File: src/rtl/mem_stage_pkg.sv
// Shared types and constants for the memory access stage: FSM states,
// access-size encodings, default bus timeout and the byte-enable helper.
package mem_stage_pkg;

    typedef enum logic [1:0] {
        IDLE   = 2'd0,
        ACCESS = 2'd1,
        DONE   = 2'd2
    } mem_state_e;

    localparam logic [1:0] SIZE_BYTE = 2'b00;
    localparam logic [1:0] SIZE_HALF = 2'b01;
    localparam logic [1:0] SIZE_WORD = 2'b10;

    localparam int TIMEOUT_CYCLES_DEFAULT = 16;

    // Encoding 11 behaves exactly like a word access.
    function automatic logic [1:0] norm_size(input logic [1:0] size);
        return (size == 2'b11) ? SIZE_WORD : size;
    endfunction

    function automatic logic [3:0] byte_enables(input logic [1:0] size,
                                                input logic [1:0] addr_lo);
        case (size)
            SIZE_BYTE: return 4'b0001 << addr_lo;
            SIZE_HALF: return addr_lo[1] ? 4'b1100 : 4'b0011;
            default:   return 4'b1111;
        endcase
    endfunction

endpackage

File: src/rtl/load_extender.sv
// Picks the addressed byte/half lane out of a bus read word and
// zero- or sign-extends it to 32 bits.
module load_extender
    import mem_stage_pkg::*;
(
    input  logic [31:0] rdata,
    input  logic [1:0]  addr_lo,
    input  logic [1:0]  size,
    input  logic        is_signed,
    output logic [31:0] load_data
);

    logic [7:0]  lane_b;
    logic [15:0] lane_h;

    always_comb begin
        case (addr_lo)
            2'd0:    lane_b = rdata[7:0];
            2'd1:    lane_b = rdata[15:8];
            2'd2:    lane_b = rdata[23:16];
            default: lane_b = rdata[31:24];
        endcase
        lane_h = addr_lo[1] ? rdata[31:16] : rdata[15:0];
        case (size)
            SIZE_BYTE: load_data = {{24{is_signed & lane_b[7]}}, lane_b};
            SIZE_HALF: load_data = {{16{is_signed & lane_h[15]}}, lane_h};
            default:   load_data = rdata;
        endcase
    end

endmodule

File: src/rtl/mem_access_stage.sv
// Pipeline MEM stage: issues one bus request per load/store, stalls the front
// of the pipe until ack or timeout. Define MEM_ALIGN_CHECK_EN to trap misaligned accesses.
//
// state  | meaning
// IDLE   | no bus activity; a pending load/store issues a request (stall asserted)
// ACCESS | bus_req held with stable address/data, waiting for bus_ack or timeout
// DONE   | result captured, stall released; always returns to IDLE
module mem_access_stage
    import mem_stage_pkg::*;
#(
    parameter int TIMEOUT_CYCLES = TIMEOUT_CYCLES_DEFAULT
)
(
    input  logic        clock,
    input  logic        reset,
    input  logic        EXMEM_memRead,
    input  logic        EXMEM_memWrite,
    input  logic [1:0]  EXMEM_memSize,
    input  logic        EXMEM_memSigned,
    input  logic [31:0] EXMEM_aluResult,
    input  logic [31:0] EXMEM_writeData,
    output logic [31:0] memReadData,
    output logic        memStall,
    output logic        busError,
`ifdef MEM_ALIGN_CHECK_EN
    output logic        misaligned,
`endif
    output logic        bus_req,
    output logic        bus_we,
    output logic [31:0] bus_addr,
    output logic [31:0] bus_wdata,
    output logic [3:0]  bus_be,
    input  logic        bus_ack,
    input  logic [31:0] bus_rdata
);

    localparam int CNT_W = (TIMEOUT_CYCLES > 1) ? $clog2(TIMEOUT_CYCLES) : 1;

    mem_state_e        state, state_next;
    logic [CNT_W-1:0]  tmo_cnt;
    logic              pending, bad_align;
    logic              issue, finish_ack, finish_tmo, skip;
    logic [1:0]        size_eff, addr_lo;
    logic [31:0]       wdata_rep, load_data;
    logic [1:0]        ld_lo, ld_size;
    logic              ld_signed;

    assign pending  = EXMEM_memRead | EXMEM_memWrite;
    assign size_eff = norm_size(EXMEM_memSize);

`ifdef MEM_ALIGN_CHECK_EN
    assign addr_lo   = EXMEM_aluResult[1:0];
    assign bad_align = ((size_eff == SIZE_HALF) && EXMEM_aluResult[0]) ||
                       ((size_eff == SIZE_WORD) && (EXMEM_aluResult[1:0] != 2'b00));
`else
    // Bits below the access size are ignored rather than trapped.
    assign addr_lo   = (size_eff == SIZE_BYTE) ? EXMEM_aluResult[1:0] :
                       (size_eff == SIZE_HALF) ? {EXMEM_aluResult[1], 1'b0} : 2'b00;
    assign bad_align = 1'b0;
`endif

    always_comb begin
        case (size_eff)
            SIZE_BYTE: wdata_rep = {4{EXMEM_writeData[7:0]}};
            SIZE_HALF: wdata_rep = {2{EXMEM_writeData[15:0]}};
            default:   wdata_rep = EXMEM_writeData;
        endcase
    end

    load_extender u_load_extender (
        .rdata     (bus_rdata),
        .addr_lo   (ld_lo),
        .size      (ld_size),
        .is_signed (ld_signed),
        .load_data (load_data)
    );

    always_ff @(posedge clock) begin
        if (reset) state <= IDLE;
        else       state <= state_next;
    end

    always_comb begin
        state_next = state;
        memStall   = 1'b0;
        issue      = 1'b0;
        finish_ack = 1'b0;
        finish_tmo = 1'b0;
        skip       = 1'b0;
        case (state)
            IDLE: begin
                if (pending) begin
                    memStall = 1'b1;
                    if (bad_align) begin
                        skip       = 1'b1;
                        state_next = DONE;
                    end else begin
                        issue      = 1'b1;
                        state_next = ACCESS;
                    end
                end
            end
            ACCESS: begin
                memStall = 1'b1;
                if (bus_ack) begin
                    finish_ack = 1'b1;
                    state_next = DONE;
                end else if (tmo_cnt == '0) begin
                    finish_tmo = 1'b1;
                    state_next = DONE;
                end
            end
            DONE:    state_next = IDLE;
            default: state_next = IDLE;
        endcase
    end

    // Timeout is a down-counter loaded on issue; terminal count is zero.
    always_ff @(posedge clock) begin
        if (reset) begin
            memReadData <= '0;
            busError    <= 1'b0;
            bus_req     <= 1'b0;
            bus_we      <= 1'b0;
            bus_addr    <= '0;
            bus_wdata   <= '0;
            bus_be      <= '0;
            tmo_cnt     <= '0;
            ld_lo       <= '0;
            ld_size     <= '0;
            ld_signed   <= 1'b0;
`ifdef MEM_ALIGN_CHECK_EN
            misaligned  <= 1'b0;
`endif
        end else begin
            busError <= finish_tmo;
`ifdef MEM_ALIGN_CHECK_EN
            misaligned <= skip;
`endif
            if (issue) begin
                bus_req   <= 1'b1;
                bus_we    <= EXMEM_memWrite;
                bus_addr  <= {EXMEM_aluResult[31:2], 2'b00};
                bus_be    <= byte_enables(size_eff, addr_lo);
                bus_wdata <= wdata_rep;
                tmo_cnt   <= CNT_W'(TIMEOUT_CYCLES - 1);
                ld_lo     <= addr_lo;
                ld_size   <= size_eff;
                ld_signed <= EXMEM_memSigned;
            end else if ((state == ACCESS) && (tmo_cnt != '0)) begin
                tmo_cnt <= tmo_cnt - CNT_W'(1);
            end
            if (finish_ack || finish_tmo) bus_req <= 1'b0;
            if (finish_ack)               memReadData <= bus_we ? 32'h0 : load_data;
            if (finish_tmo || skip)       memReadData <= 32'h0;
        end
    end

endmodule

File: config.mk
export PLATFORM = sky130hd
export DESIGN_NAME = mem_access_stage
export DESIGN_NICKNAME = d
export VERILOG_FILES = /design/src/rtl/mem_stage_pkg.sv /design/src/rtl/load_extender.sv /design/src/rtl/mem_access_stage.sv
export SDC_FILE = /design/constraint.sdc
export NUM_CORES = 1
export LEC_CHECK = 0
export BUFFER_PORTS_ARGS = -buffer_cell sky130_fd_sc_hd__buf_2
export CELL_PAD_IN_SITES_DETAIL_PLACEMENT = 0
export CELL_PAD_IN_SITES_GLOBAL_PLACEMENT = 1
export CORE_MARGIN = 1.5
export CORE_UTILIZATION = 37
export CTS_BUF_LIST = sky130_fd_sc_hd__clkbuf_2 sky130_fd_sc_hd__clkbuf_4 sky130_fd_sc_hd__clkbuf_8
export CTS_CLUSTER_DIAMETER = 60
export CTS_CLUSTER_SIZE = 14
export DETAILED_ROUTE_END_ITERATION = 16
export GPL_TIMING_DRIVEN = 0
export PLACE_DENSITY_LB_ADDON = 0.12
export SLEW_MARGIN = 10
export SYNTH_ARGS = -nofsm -noshare
export SYNTH_HDL_FRONTEND = slang
export SYNTH_HIERARCHICAL = 1
export SYNTH_SLANG_ARGS = --single-unit
File: constraint.sdc
create_clock -name clock -period 1.9 [get_ports clock]
set_input_delay 0.095 -clock clock [delete_from_list [all_inputs] [get_ports clock]]
set_output_delay 0.095 -clock clock [all_outputs]
set_load 0.01 [all_outputs]
== Word level (Yosys, flattened, before mapping) ==
Index checks and enable logic that the tools add are counted.
Storage, ports and cells
  bits in registers: 112
  input port bits: 104
  output and inout port bits: 104
  word-level logic and storage cells: 61
Operators by class
  add/subtract/negate cells: 1
  eq/ne operators: 8
  shift-type cells: 1
  multiplexer cells: 24
  bitwise gates (word level): 3
  reductions and logical operators: 12
Operators by type and width (number)
  $pmux W32 S2: 2
  $mux W32: 1
  $pmux W8 S3: 1
  $mux W16: 1
  $mux W2: 6
  $mux W4: 3
  $eq A2 B1 Y1 const B: 4
  $logic_not A2 Y1: 4
  $pmux W4 S2: 1
  $mux W1: 7
  $eq A2 B2 Y1 const B: 2
  $logic_not A4 Y1: 1
  $pmux W2 S2: 1
  $reduce_bool A4 Y1: 1
  $reduce_or A2 Y1: 2
  $shl A1 B2 Y4 const A: 1
  $sub A4 B1 Y4 const B: 1
  $ne A3 B3 Y1 const B: 1
  $and A1 B1 Y1: 2
  $ne A2 B2 Y1 const B: 1
  $pmux W1 S2: 1
  $reduce_and A2 Y1: 1
  $reduce_bool A2 Y1: 1
  $logic_and A1 B1 Y1: 1
  2 further kinds: 2

== Logic depth before layout (Yosys ltp) ==
Gate-level depths: netlist of run 1.
  word-level depth: 7
  mapped depth: 9
  mapped depth without buffers: 5

== Hierarchy ==
Netlist of run 1, hierarchy kept.
Modules (own cells, without submodules)
  mem_access_stage: times used 1, cells each 540, area each 4682.0 um^2, seq. area each 2242.2 um^2
  load_extender: times used 1, cells each 115, area each 875.8 um^2, seq. area each 0.0 um^2

== Worst setup path before layout of run 1 ==
No wires, ideal clock.
  kind: register to register
  start point: register ld_size[1]
  end point: register memReadData[31]
  library setup time: 0.066 ns
  data arrival time: 1.567 ns
  data required time: 1.834 ns
  setup slack: 0.267 ns
  cell stages (with the launch flop): 10
  path buffers: 4
  period minus slack after synthesis: 1.633 ns
  cell sequence: dfxtp_1 buf_6 nand2b_4 buf_6 or3_1 buf_2 buf_6 o211ai_2 nand3b_1 a21oi_2
On the way
  cells in the longest elaborated chain, start to end: 3
  elaborated cells on any way between the ends: 4
  those cells by class: eq/ne: 1; mux: 2; reduce/logical: 1
Ends and longest elaborated chain
  start, declared: line mem_access_stage.sv:45  | logic [1:0] ld_lo, ld_size;
  start signal, assigned: line mem_access_stage.sv:148  | ld_size <= size_eff;
  $eq A2 B1 Y1 or $logic_not A2 Y1 (tied branches): line load_extender.sv:24  | case (size)
  $pmux W32 S2 (*): line load_extender.sv:24
  named net load_data[31]: line mem_access_stage.sv:44  | logic [31:0] wdata_rep, load_data;
  $mux W32 (*): line mem_access_stage.sv:154  | if (finish_ack) memReadData <= bus_we ? 32'h0 : load_data;
  end signal, assigned: line mem_access_stage.sv:154
  end, declared: line mem_access_stage.sv:22  | output logic [31:0] memReadData,
Mark *: on every way through the listed nets, which the timed path passes. The rest lies on a longest branch.
A chain may end at the register's enable or synchronous reset.

== Worst setup path after layout of run 1 ==
  start point: register ld_lo[0]
  end point: register memReadData[12]
On the way
  cells in the longest elaborated chain, start to end: 5
  elaborated cells on any way between the ends: 7
  those cells by class: eq/ne: 2; mux: 3; bitwise: 1; reduce/logical: 1
Ends and longest elaborated chain
  start, declared: line mem_access_stage.sv:45
  start signal, assigned: line mem_access_stage.sv:147  | ld_lo <= addr_lo;
  $eq A2 B2 Y1 (tied with other cells): line load_extender.sv:17  | case (addr_lo)
  $pmux W8 S3 (*): line load_extender.sv:17
  $and A1 B1 Y1 (*): line load_extender.sv:25  | SIZE_BYTE: load_data = {{24{is_signed & lane_b[7]}}, lane_b};
  $pmux W32 S2 (*): line load_extender.sv:24
  named net load_data[12]: line mem_access_stage.sv:44
  $mux W32 (*): line mem_access_stage.sv:154
Marked as above.

==> impl_metrics.csv, run 1 <==
group,metric,value,unit
layout,multi_input_area,0.00289,mm2
worst_setup_path,worstPathCellList,"mux2_2 -> a32oi_4 -> buf_6 -> o221ai_1 -> nand3b_1 -> a21oi_1",
floorplan,die_area,0.0158,mm2
worst_setup_path,critical-path-top-delay-family,"compound AO/OA/AOI/OAI gates",
pwr,power.total,5.79,mW
synth,yosysWarnings,6,
sta,worstMarginPinSlew,0.652,ns
worst_setup_path,crit_path_top_delay_cell,"sky130_fd_sc_hd__dfxtp_1",
detailed_routing,wl_met3,1390,um
detailed_routing,wl_met2,9240,um
sta,grt_setup_unrepaired,"no",
floorplan,die_width,126,um
placed_design,worst_setup_timing_slack_at_the_placement_stage,0.0602,ns
detailed_routing,highest_layer,"met4",
pwr,power.combinational.fraction,26.7,%
placed_design,port_buffers,203,
synth,synth_top_family_by_area,"compound AO/OA/AOI/OAI gates",
sta,timing.final.ws_setup,0.0977,ns
clock_tree,ctsHtreeMaxLevel,3,
worst_setup_path,path_max_fanout,10,
floorplan,dieHeight,126,um
pwr,p_clk_share,27.6,%
synth,synthFlopType,"sky130_fd_sc_hd__dfxtp_1",
detailed_routing,vias,6006,
floorplan,floorplan.rows,44,
status,run_status,"completed",
run,max_cap_violation_count,0,
detailed_routing,drt-total-wl,18900,um
clock_tree,clock_path_buffers,2,
worst_setup_path,timing.critical_path.from_type,"flop",
sta,timing_max_transition_violations_final,0,
synth,compound_gate_fraction_of_synth_area,29.2,%
synth,postSynth.asyncResetShare,0,%
layout,syn_to_final_growth,36.5,%
worst_setup_path,setup.worst_path.end_class,"flop",
synth,synth.top_cell.area_share,40.3,%
layout,sequential_cell_area,0.00224,mm2
synth,netlist_top_cells_area,"sky130_fd_sc_hd__dfxtp_1, sky130_fd_sc_hd__a21oi_1, sky130_fd_sc_hd__nand2_1",
sta,finalClockSkew,0.0142,ns
pwr,cellInternalPower,3.96,mW
floorplan,standard_cell_core_area,0.0146,mm2
synth,ys_seq_area_share,40.3,%
sta,final_setup_viols,0,
pwr,cell_leakage_power,3.23,nW
detailed_routing,wl_met1,7890,um
detailed_routing,vias_per_cell,5.39,
layout,final_util,52.0,%
synth,yosys.area_share.adder,0.225,%
detailed_routing,detail_route.first_pass.iterations,5,
layout,number_of_antenna_diodes,0,
synth,synth.cell_area,0.00556,mm2
clock_tree,clk_transition_reported_paths,0.11,ns
sta,timing.final.crit_period,1.80,ns
floorplan,design.portCount,208,
min_path,hold_path.class,"in2reg",
worst_setup_path,critical_path_required,2.18,ns
worst_setup_path,cp_data_arrival_time,2.08,ns
sta,hold_viol_final,0,
synth,avgSynthCellArea,8.49,um2
placed_design,detailed_place_hpwl,13700,um
placed_design,routabilityCongestion,0.869,
synth,post_synth_num_cell_types,53,
sta,max_clock_freq,0.555,GHz
sta,maxSlewHeadroom,56.5,%
detailed_routing,post_route_drc_violation_count,0,
synth,post_synth_mux_area_share,4.55,%
grt,first_global_vias,5946,
clock_tree,cts_tree,"done",
placed_design,dp_cells,1043,
synth,ys_seq_elements,112,
sta,tns,0,ns
pwr,pwr_density_cell,763,mW/mm2
pwr,power_frac_seq,45.8,%
worst_setup_path,critical_path.n_buffers_inverters,1,
pwr,p_sw,1.83,mW
grt,gr-usage-all-layers,23.3,%
floorplan,initial_utilization,38.1,%
layout,design.final.nets,1030,
synth,synth_cells,655,
clock_tree,root_buffer,"sky130_fd_sc_hd__clkbuf_8",
layout,filler_cell_count,1396,
layout,drive_gt1_share,31.9,%
clock_tree,tritoncts.num_buffers,9,
pwr,switching_share,31.6,%
detailed_routing,avgRoutedWirePerCell,17.0,um
synth,synthSimpleGateAreaFrac,17.7,%
clock_tree,insertion_delay,0.39,ns
worst_setup_path,critPathKind,"reg2reg",
layout,finalNonFillerCells,1114,
pwr,peakVddDrop,371,uV
synth,synth-edff-count,0,
grt,antenna_found_initial,0,
grt,globalRoute.totalOverflow,0,
clock_tree,clock_sink_count,112,
synth,synth_top_cell_by_area,"sky130_fd_sc_hd__dfxtp_1",
synth,xor_and_xnor_fraction_of_the_mapped_netlist_area,0,%
sta,finalCritPeriodShare,94.9,%
worst_setup_path,cp_slowest_stage_delay,0.43,ns
grt,wire_length_of_the_first_global_routing_pass,29700,um
grt,pin_count_of_the_biggest_net_entering_global_routing,20,
detailed_routing,drt_iter0_markers,369,
detailed_routing,postRouteAntennaNets,0,
## worst reg2reg max path: cells and delay by family, from the launching register on
family | cells | cell delay, ns
buffers and inverters | 1 | 0.19
AO/OA/AOI/OAI | 3 | 0.56
flip-flops | 1 | 0.43
AND/OR/NAND/NOR | 1 | 0.13
multiplexers | 1 | 0.39
## cell type report
| cell class | instances | share of cell area, % |
|---|---|---|
| clock inverters | 7 | 1.34 |
| clock buffers | 9 | 1.63 |
| multi-input cells | 463 | 38.1 |
| flip-flops and latches | 112 | 29.6 |
| inverters | 9 | 0.445 |
| plain buffers | 72 | 5.43 |
| repair buffers | 258 | 20.5 |
| well taps | 184 | 3.04 |
## synth_stat cells, types with 2 or more instances
cell type / n
sky130_fd_sc_hd__nor3_1: 4
sky130_fd_sc_hd__a21oi_1: 94
sky130_fd_sc_hd__nor2_2: 3
sky130_fd_sc_hd__nor2_1: 5
sky130_fd_sc_hd__a21o_1: 4
sky130_fd_sc_hd__o211ai_1: 7
sky130_fd_sc_hd__o2111ai_1: 2
sky130_fd_sc_hd__a31oi_1: 3
sky130_fd_sc_hd__or2_2: 2
sky130_fd_sc_hd__nor2b_1: 11
sky130_fd_sc_hd__o22a_1: 7
sky130_fd_sc_hd__nand3_1: 43
sky130_fd_sc_hd__o21ai_0: 54
sky130_fd_sc_hd__nand3b_1: 33
sky130_fd_sc_hd__dfxtp_1: 112
sky130_fd_sc_hd__a211oi_1: 8
sky130_fd_sc_hd__mux2_2: 2
sky130_fd_sc_hd__buf_6: 8
sky130_fd_sc_hd__o211ai_2: 10
sky130_fd_sc_hd__mux2i_1: 23
sky130_fd_sc_hd__nand2_1: 75
sky130_fd_sc_hd__o221ai_1: 8
sky130_fd_sc_hd__a21oi_2: 11
sky130_fd_sc_hd__or3_1: 3
sky130_fd_sc_hd__nand2b_1: 2
sky130_fd_sc_hd__buf_2: 21
sky130_fd_sc_hd__a22oi_1: 13
sky130_fd_sc_hd__buf_4: 5
sky130_fd_sc_hd__a311oi_1: 18
sky130_fd_sc_hd__clkbuf_1: 34
sky130_fd_sc_hd__inv_1: 8
## state kept, by name (all words and copies together) (netlist names)
name and cells:
bus_be 4, ld_size 2, tmo_cnt 4, state 2, bus_we 1, bus_addr 30
bus_wdata 32, ld_signed 1, bus_req 1, memReadData 32, busError 1, ld_lo 2
## layout by cell type (no fill, tap or decap), types with 23 or more instances in the layout
cell type                       instances
sky130_fd_sc_hd__nand2_1               75
sky130_fd_sc_hd__dfxtp_1              112
sky130_fd_sc_hd__clkbuf_1              33
sky130_fd_sc_hd__mux2i_1               23
sky130_fd_sc_hd__dlygate4sd3_1         50
sky130_fd_sc_hd__a21oi_1               92
sky130_fd_sc_hd__nand3b_1              33
sky130_fd_sc_hd__nand3_1               43
sky130_fd_sc_hd__o21ai_0               54
sky130_fd_sc_hd__buf_2                222
## per-stage QoR
| stage | area, um2 | hold WS (ns) |
|---|---|---|
| finish | 7580 | 0.0476 |
| global route | 7580 | 0.0159 |
| CTS | 7530 | 0.00771 |
| detailed placement | 6810 | 0.354 |
| global placement | 6810 | 0.349 |
| floorplan | 5560 | 0.172 |
## per-layer routing
| metal | up-vias | GRT usage [%] |
|---|---|---|
| met3 | 29 | 5.13 |
| met5 | - | 0 |
| met4 | 0 | 9.36 |
| met1 | 2818 | 28.8 |
| met2 | 235 | 39.5 |
| li1 | 2924 | - |
## power groups by stage
| stage | Clock, mW | Combinational (mW) | Sequential (mW) |
|---|---|---|---|
| 3_3_place_gp | 0 | 1.41 | 2.70 |
| 2_1_floorplan | 0 | 0.811 | 2.77 |
| 6_report | 1.60 | 1.54 | 2.65 |
| 4_1_cts | 1.65 | 1.52 | 2.65 |
| 5_1_grt | 1.73 | 1.69 | 2.68 |
| 3_5_place_dp | 0 | 1.44 | 2.70 |
## kinds of logic after synthesis
| logic type | Yosys count |
|---|---|
| fa+ha+maj | 1 |
| mux | 25 |
| flops | 112 |
| compound gates | 246 |
| simple gates | 189 |
| other cells | 1 |
| buf+inv | 81 |
## path summary, 6_finish.rpt
kind | from | end | cells past startpoint | slack, ns
setup reg to reg | ld_lo[0] | memReadData[12] | 6 | 0.1
hold / removal | EXMEM_writeData[19] | bus_wdata[19] | 3 | 0.05
hold reg to reg | memReadData[13] | memReadData[13] | 2 | 0.46
setup / recovery | ld_lo[0] | memReadData[12] | 6 | 0.1
## repair_timing
| item | 4_1_cts | 5_1_grt |
|---|---|---|
| setup buffers | 0 | 5 |
| hold buffers | 50 | 0 |
| endpoints found under the hold margin | 50 | 0 |
| gates resized for setup | 0 | 7 |
| endpoints found under the setup margin | 0 | 30 |
No activity file was read; power rests on OpenSTA's default activity.
==> run 2, diff against run 1 <==
--- a/config.mk
+++ b/config.mk
@@ -15,7 +15,7 @@
 export CTS_CLUSTER_SIZE = 14
 export DETAILED_ROUTE_END_ITERATION = 16
 export GPL_TIMING_DRIVEN = 0
-export PLACE_DENSITY_LB_ADDON = 0.12
+export PLACE_DENSITY_LB_ADDON = 0.1
 export SLEW_MARGIN = 10
 export SYNTH_ARGS = -nofsm -noshare
 export SYNTH_HDL_FRONTEND = slang
==> impl_metrics.csv, run 2 (synthesized netlist as in run 1, its figures left out) <==
group,metric,value,unit
grt,globalRoute.totalOverflow,0,
layout,drive_gt1_share,31.6,%
clock_tree,clock_path_buffers,2,
sta,timing_max_transition_violations_final,0,
clock_tree,tritoncts.num_buffers,9,
detailed_routing,vias,6059,
sta,finalClockSkew,0.0117,ns
grt,antenna_found_initial,1,
detailed_routing,drt_iter0_markers,401,
worst_setup_path,cp_data_arrival_time,2.07,ns
placed_design,port_buffers,203,
worst_setup_path,critical_path_required,2.19,ns
floorplan,dieHeight,126,um
sta,maxSlewHeadroom,55.8,%
sta,hold_viol_final,0,
sta,max_clock_freq,0.562,GHz
worst_setup_path,crit_path_top_delay_cell,"sky130_fd_sc_hd__or3b_4",
detailed_routing,post_route_drc_violation_count,0,
detailed_routing,drt-total-wl,19000,um
pwr,pwr_density_cell,757,mW/mm2
layout,design.final.nets,1027,
layout,postLayoutCellArea,0.00755,mm2
floorplan,standard_cell_core_area,0.0146,mm2
floorplan,die_area,0.0158,mm2
detailed_routing,vias_per_cell,5.45,
clock_tree,cts_tree,"done",
layout,mostFrequentLayoutCells,"sky130_fd_sc_hd__buf_2, sky130_fd_sc_hd__dfxtp_1, sky130_fd_sc_hd__a21oi_1, sky130_fd_sc_hd__nand2_1, sky130_fd_sc_hd__o21ai_0",
sta,final_setup_viols,0,
floorplan,initial_utilization,38.1,%
placed_design,worst_setup_timing_slack_at_the_placement_stage,0.0411,ns
detailed_routing,avgRoutedWirePerCell,17.1,um
grt,wire_length_of_the_first_global_routing_pass,30200,um
worst_setup_path,setup.worst_path.end_class,"flop",
clock_tree,clock_sink_count,112,
pwr,cell_leakage_power,3.22,nW
detailed_routing,postRouteAntennaNets,0,
worst_setup_path,timing.critical_path.from_type,"flop",
worst_setup_path,path_max_fanout,10,
sta,tns,0,ns
worst_setup_path,worstPathCellList,"inv_1 -> ha_1 -> or3b_4 -> o31ai_4 -> buf_12 -> buf_6 -> a21oi_1",
layout,syn_to_final_growth,35.9,%
detailed_routing,detail_route.first_pass.iterations,7,
placed_design,routabilityCongestion,0.867,
sta,grt_setup_unrepaired,"no",
floorplan,floorplan.rows,44,
min_path,hold_path.class,"in2reg",
clock_tree,insertion_delay,0.39,ns
placed_design,area_after_detailed_placement,0.00681,mm2
worst_setup_path,critPathKind,"reg2reg",
layout,number_of_antenna_diodes,0,
floorplan,die_width,126,um
grt,first_global_vias,5925,
sta,finalCritPeriodShare,93.7,%
clock_tree,clk_transition_reported_paths,0.10,ns
status,run_status,"completed",
run,max_cap_violation_count,0,
floorplan,design.portCount,208,
layout,mostFrequentLayoutCell,"sky130_fd_sc_hd__buf_2",
grt,gr-usage-all-layers,23.7,%
clock_tree,root_buffer,"sky130_fd_sc_hd__clkbuf_8",
sta,timing.final.ws_setup,0.121,ns
placed_design,detailed_place_hpwl,13800,um
grt,pin_count_of_the_biggest_net_entering_global_routing,18,
clock_tree,ctsHtreeMaxLevel,3,
worst_setup_path,cp_slowest_stage_delay,0.43,ns
layout,reg_top3,"bus_wdata (32), memReadData (32), bus_addr (30)",
sta,timing.final.crit_period,1.78,ns
sta,worstMarginPinSlew,0.663,ns
pwr,peakVddDrop,315,uV
run 2: changes by cell type in the layout (fill, tap and decap cells not counted), sizes merged:
cell	previous run	this run
inv	10	9
clkinvlp	1	0
clkbuf	45	48
buf	243	240
bufinv	2	1
run 2: repair_timing:
action | CTS | global route
endpoints found under the setup margin | 0 | 22
hold endpoints to repair | 50 | 0
buffers inserted | 0 | 2
hold buffers | 50 | 0
resized for setup | 0 | 4
run 2: path summary, 6_finish.rpt:
kind	start	to	slack (ns)	cells past startpoint
max	tmo_cnt[0]	memReadData[22]	0.12	7
min	EXMEM_aluResult[0]	ld_lo[0]	0.02	3
max reg2reg	tmo_cnt[0]	memReadData[22]	0.12	7
min reg2reg	memReadData[20]	memReadData[20]	0.46	2
run 2: layer usage:
metal	track usage (%)	wire length, um	up-vias
li1	-	-	2917
met1	29.5	8090	2893
met2	39.9	9230	215
met3	6.20	1270	32
met4	8.02	374	2
met5	0	12	-
run 2: layout make-up:
class                   instances  area, um2
clock buffers                  12        153
multi-input cells             463       2890
inverters                       9       33.8
fillers                      1404       7040
clock inverters                 4       52.6
flip-flops and latches        112       2240
well taps                     184        230
plain buffers                  72        409
repair buffers                255       1540
run 2: report_power, final:
group          internal, mW  total [mW]  switching (mW)
Combinational         0.662        1.53           0.869
Clock                 0.683        1.53           0.848
Sequential             2.54        2.66           0.119
Total                  3.88        5.72            1.84
run 2: per-stage QoR:
step / hold WS, ns / power, mW / util [%] / cells
6_report: 0.0173 / 5.72 / 51.8 / 1111
5_1_grt: 0.0383 / 6.02 / 51.8 / 1111
4_1_cts: 0.00479 / 5.73 / 51.5 / 1109
3_5_place_dp: 0.353 / 4.14 / 46.7 / 1043
3_3_place_gp: 0.350 / 4.11 / 46.7 / 1043
2_1_floorplan: 0.172 / 3.58 / - / 656
run 2: critical path, delay by kind of cell, from the launching register on:
family / cells / cell delay, ns
fa+ha+maj: 1 / 0.21
buf+inv: 3 / 0.37
simple gates: 1 / 0.43
compound gates: 2 / 0.32
flops: 1 / 0.35
